### src/rtl/mod_blkbuf.sv
// mod_blkbuf: DEPTH-entry FIFO of N-word blocks between the AES key/data input
// interface and the round datapath. Blocks are loaded either whole (parallel
// beat) or one word per beat (word-serial), where they are assembled internally
// before being pushed.
//
// Ports:
//   clk        rising-edge clock
//   resetn     asynchronous active-low reset
//   flush      synchronous clear of FIFO and any partial assembly
//   in_valid   producer beat valid
//   in_ready   beat accepted this cycle
//   in_mode    0 = parallel block beat (i), 1 = word-serial beat (i_word)
//   i          parallel block data
//   i_word     serial word data
//   out_valid  head block available
//   out_ready  consumer takes head block
//   o          head block data (registered storage, no path from i)
//   full       count == DEPTH
//   empty      count == 0
//   count      number of stored blocks
//   asm_busy   serial assembly in progress
module mod_blkbuf #(
  parameter int N     = 16,
  parameter int W     = 8,
  parameter int DEPTH = 2
) (
  input  logic                          clk,
  input  logic                          resetn,
  input  logic                          flush,
  input  logic                          in_valid,
  output logic                          in_ready,
  input  logic                          in_mode,
  input  logic [N-1:0][W-1:0]           i,
  input  logic [W-1:0]                  i_word,
  output logic                          out_valid,
  input  logic                          out_ready,
  output logic [N-1:0][W-1:0]           o,
  output logic                          full,
  output logic                          empty,
  output logic [$clog2(DEPTH+1)-1:0]    count,
  output logic                          asm_busy
);

  localparam int CW = $clog2(DEPTH + 1);
  localparam int PW = (DEPTH > 1) ? $clog2(DEPTH) : 1;
  localparam int IW = (N > 1) ? $clog2(N) : 1;

  typedef logic [N-1:0][W-1:0] blk_t;

  blk_t          mem [DEPTH];
  blk_t          asm_q;
  blk_t          asm_next;
  blk_t          push_data;
  logic [PW-1:0] wr_ptr;
  logic [PW-1:0] rd_ptr;
  logic [IW-1:0] idx;
  logic          accept;
  logic          push;
  logic          pop;
  logic          last_word;

  assign full      = (count == CW'(DEPTH));
  assign empty     = (count == '0);
  assign out_valid = !empty;
  assign asm_busy  = (idx != '0);

  // A parallel beat waits for an unfinished serial assembly rather than
  // aborting it.
  assign in_ready  = !full && !(!in_mode && asm_busy);
  assign accept    = in_valid && in_ready;
  assign last_word = (idx == IW'(N - 1));
  assign push      = accept && (!in_mode || last_word);
  assign pop       = out_valid && out_ready;
  assign o         = mem[rd_ptr];

  // Assembly including the word arriving this cycle, so the final serial
  // word lands in storage on the same edge it is accepted.
  always_comb begin
    asm_next      = asm_q;
    asm_next[idx] = i_word;
  end

  assign push_data = in_mode ? asm_next : i;

  always_ff @(posedge clk or negedge resetn) begin
    if (!resetn) begin
      for (int k = 0; k < DEPTH; k++) mem[k] <= '0;
      asm_q  <= '0;
      wr_ptr <= '0;
      rd_ptr <= '0;
      idx    <= '0;
      count  <= '0;
    end else if (flush) begin
      // Storage is left intact; only bookkeeping is cleared.
      wr_ptr <= '0;
      rd_ptr <= '0;
      idx    <= '0;
      count  <= '0;
    end else begin
      if (accept && in_mode) begin
        asm_q <= asm_next;
        idx   <= last_word ? '0 : idx + 1'b1;
      end
      if (push) begin
        mem[wr_ptr] <= push_data;
        wr_ptr      <= (wr_ptr == PW'(DEPTH - 1)) ? '0 : wr_ptr + 1'b1;
      end
      if (pop) begin
        rd_ptr <= (rd_ptr == PW'(DEPTH - 1)) ? '0 : rd_ptr + 1'b1;
      end
      if (push && !pop)      count <= count + 1'b1;
      else if (pop && !push) count <= count - 1'b1;
    end
  end

endmodule
### config.mk
export PLATFORM = sky130hd
export DESIGN_NAME = mod_blkbuf
export DESIGN_NICKNAME = d
export VERILOG_FILES = /design/src/rtl/mod_blkbuf.sv
export SDC_FILE = /design/constraint.sdc
export NUM_CORES = 1
export LEC_CHECK = 0
export CORE_MARGIN = 3
export CORE_UTILIZATION = 55
export CTS_CLUSTER_DIAMETER = 200
export DETAILED_ROUTE_END_ITERATION = 10
export GPL_ROUTABILITY_DRIVEN = 0
export PLACE_DENSITY = 0.81
export SLEW_MARGIN = 20
export SYNTH_ARGS = -nofsm -noshare
export SYNTH_HDL_FRONTEND = slang
export SYNTH_SLANG_ARGS = --single-unit
### constraint.sdc
create_clock -name clk -period 7.26 [get_ports clk]
set_clock_uncertainty 0.2 [all_clocks]
set_input_delay 0.726 -clock clk [delete_from_list [all_inputs] [get_ports clk]]
set_output_delay 0.726 -clock clk [all_outputs]
set_load 0.01 [all_outputs]
==> results.ini <==
[pwr]
powerDensity_nw_per_um2 = 278
clkPwrFrac = 0.324
power.switching_mw = 1.76
power_mw = 6.49
p_leak_nw = 10.5
power_frac_seq = 0.431
peakVddDrop_mv = 0.189
p_comb_frac = 0.246
sw_frac_of_total = 0.271
p_int_mw = 4.73

[worst_setup_path]
reg2regPathDepth = 7
cp_max_fo = 86
start_kind = flip-flop
crit_start = rd_ptr
critPathArrivalTime_ns = 3.32
worstReg2RegStart = idx[0]
cp_data_required_time_ns = 6.33
end_kind = output pin
crit_family = buffers and inverters
cpMaxStageDelayCell = dfrtp_4
path_cells = buf_4, mux2_2, clkdlybuf4s50_1
critPathKind = reg2out
cp_slowest_stage_delay_ns = 0.99
cp.depth = 3
path_buf_inv = 2

[routing]
drt_first_pass_iters = 5
drt_wl_total_mm = 50.8
drtIter0Drc = 997
antenna_violating_nets_post_route = 0
wl_per_cell_um = 21.5
vias_per_cell = 5.88
vias = 13900
drc = 0

[placed_design]
hpwl_mm = 32.4
port_buffers = 276
dpl_cell_area_sq_um = 21900

[logic_synthesis]
ys_seq_elements = 392
ys_types = 40
yosysSeqAreaShare = 0.511
synthesis.nets = 1841
synth_flop_cell = dfrtp_1
yosysWarnings = 0
syn_inst = 1695
syn_area_per_cell_sq_um = 11.3
synth_edf_count = 0
synthArstFlopShare = 1.00
syn_area_sq_um = 19200

[timing]
fmax_mhz = 235
slew_headroom = 0.322
tightest_slew_ns = 1.02
min_period_ns = 4.25
drv_slew = 0
rsz0062_at_grt = false
hold_viol_final = 0
period_share = 0.585
setup_tns_ns = 0
setup_viol = 0

[clock_network]
cts_tree = done
clk_latency_ns = 0.53
max-clock-path-buffers = 3
holdBufCountCts = 0
cts_buffers = 41
cts_resized = 0
clock-sinks = 392
post_cts.repair.setup_buffers = 0
cts_root_buffer = clkbuf_16
clkSlewWorstSetupHoldPaths_ns = 0.06
h-tree-depth = 2

[run]
cap_violations = 0

[cells_and_area]
drive_above_1_share = 0.200
layout-area-overhead-vs-synth_pct = 21.5
seq_area_sq_um = 9810
fill_cells = 2512
multi_input_area_sq_um = 8320
antenna_cells = 0
nets = 2027
design_area_sq_um = 23300

[floorplanning]
core_area_sq_um = 34000
dieArea_sq_um = 37200
io_pins = 277
initial_core_util = 0.565
fp.dieW_um = 193
die_h_um = 193
fp-row-count = 67

[global_routing]
antenna_found_initial = 2
grt_pass1_wl_mm = 79.6
met2_usage = 0.449
grt_pass1_vias = 14200
met1_usage = 0.383
grt-ovfl-total = 0
grt_max_degree = 169
top_usage_layer = met2
grt_usage = 0.274
met3_usage = 0.0381

[hold_path]
hp-class = in2async

[status]
status = finished, final reports clean

power by group through the flow:
stage               sequential [mW]  combinational (mW)  clock (mW)
floorplan                      2.76               0.838           0
global placement               2.80                1.55           0
detailed placement             2.82                1.59           0
CTS                            2.79                1.61        2.14
global route                   2.84                1.74        2.24
finish                         2.79                1.59        2.10
flip-flops by register name, indices dropped and copies added, names as in the netlist:
signal	cells
rd_ptr	1
wr_ptr	1
idx	4
count	2
asm_q	128
mem	256
worst register-to-register path: cells and delay by family, from the launching register on:
kind | cells | cell delay [ns]
and+or+nand+nor | 3 | 1.45
buffers and inverters | 2 | 0.73
muxes | 1 | 0.52
DFF | 1 | 0.45
adders and majority gates | 1 | 0.42
stage by stage:
| step | hold slack, ns | utilization | instances | worst slack [ns] |
|---|---|---|---|---|
| finish | 0.0718 | 0.687 | 2362 | 3.01 |
| global route | 0.144 | 0.687 | 2362 | 2.92 |
| CTS | 0.121 | 0.686 | 2361 | 3.05 |
| detailed placement | 0.270 | 0.646 | 2285 | 2.86 |
| global placement | 0.261 | 0.646 | 2285 | 2.90 |
| floorplan | 0.230 | - | 1695 | 4.74 |
layout by cell type (no fill, tap or decap), drive strengths merged, types with 2 or more instances in the layout:
cell | synthesis | routed
nand2b | 14 | 14
and3 | 3 | 3
nand2 | 174 | 174
mux2i | 122 | 122
and4 | 3 | 3
nor2b | 2 | 2
o21ai | 156 | 156
a21oi | 46 | 46
dfrtp | 392 | 392
nand3 | 13 | 13
ha | 4 | 4
buf | 68 | 20
o2111ai | 2 | 2
bufinv | 0 | 3
o221ai | 76 | 76
clkinv | 0 | 6
a31oi | 9 | 9
or2 | 2 | 2
mux2 | 281 | 281
nand3b | 84 | 84
clkdlybuf4s50 | 0 | 274
or3b | 4 | 4
nor2 | 60 | 60
a31o | 2 | 2
clkbuf | 84 | 67
a21o | 2 | 2
inv | 84 | 85
per-layer routing:
layer  vias up  wire length, um
li1       6318                -
met1      6966            21800
met2       509            24300
met3        99             3220
met4         4             1480
met5         -               23
cell families (layout without fill, tap and decap cells):
group,after synthesis,in the layout,synth area share
mux,403,403,0.235
flops,392,392,0.511
simple gates,362,362,0.0998
compound gates,296,296,0.0942
buf+inv,236,455,0.0565
fa+ha+maj,4,4,0.00261
xor+xnor,2,2,0.000913
final timing paths:
kind	endpoint	slack (ns)
worst max-delay path	o[39]	3.01
min in group clk	mem[57]	0.28
worst max register to register	mem[223]	3.37
worst min-delay path	mem[154]	0.07
worst min register to register	mem[57]	0.28
max in group asynchronous	rd_ptr	5.27
synthesized netlist by cell type, types with 2 or more instances:
cell	number	area share
dfrtp_1	392	0.51
mux2_2	249	0.15
nand2_1	172	0.034
o21ai_0	156	0.041
mux2i_1	122	0.064
clkbuf_1	84	0.016
inv_1	84	0.016
nand3b_1	84	0.033
o221ai_1	76	0.035
nor2_1	59	0.012
a21oi_1	46	0.012
buf_2	32	0.0083
mux2_4	32	0.025
buf_4	14	0.0055
buf_6	14	0.0082
nand2b_1	14	0.0046
a31oi_1	9	0.0029
buf_1	8	0.0016
nand3_4	8	0.0073
nand3_1	5	0.0013
ha_1	4	0.0026
or3b_2	4	0.0018
and3_1	3	0.00098
a21o_1	2	0.00078
a31o_2	2	0.00091
and4_1	2	0.00091
nand2_2	2	0.00065
nor2b_1	2	0.00065
o2111ai_1	2	0.00091
or2_1	2	0.00065
final cells by class:
cell class | count | share of cell area
Clock buffer | 66 | 0.0524
Clock inverter | 10 | 0.00553
Inverter | 84 | 0.0135
Multi-Input combinational cell | 1067 | 0.357
Sequential cell | 392 | 0.421
Tap cell | 448 | 0.0240
Timing Repair Buffer | 295 | 0.127
Power figures use the tool's default switching activity.
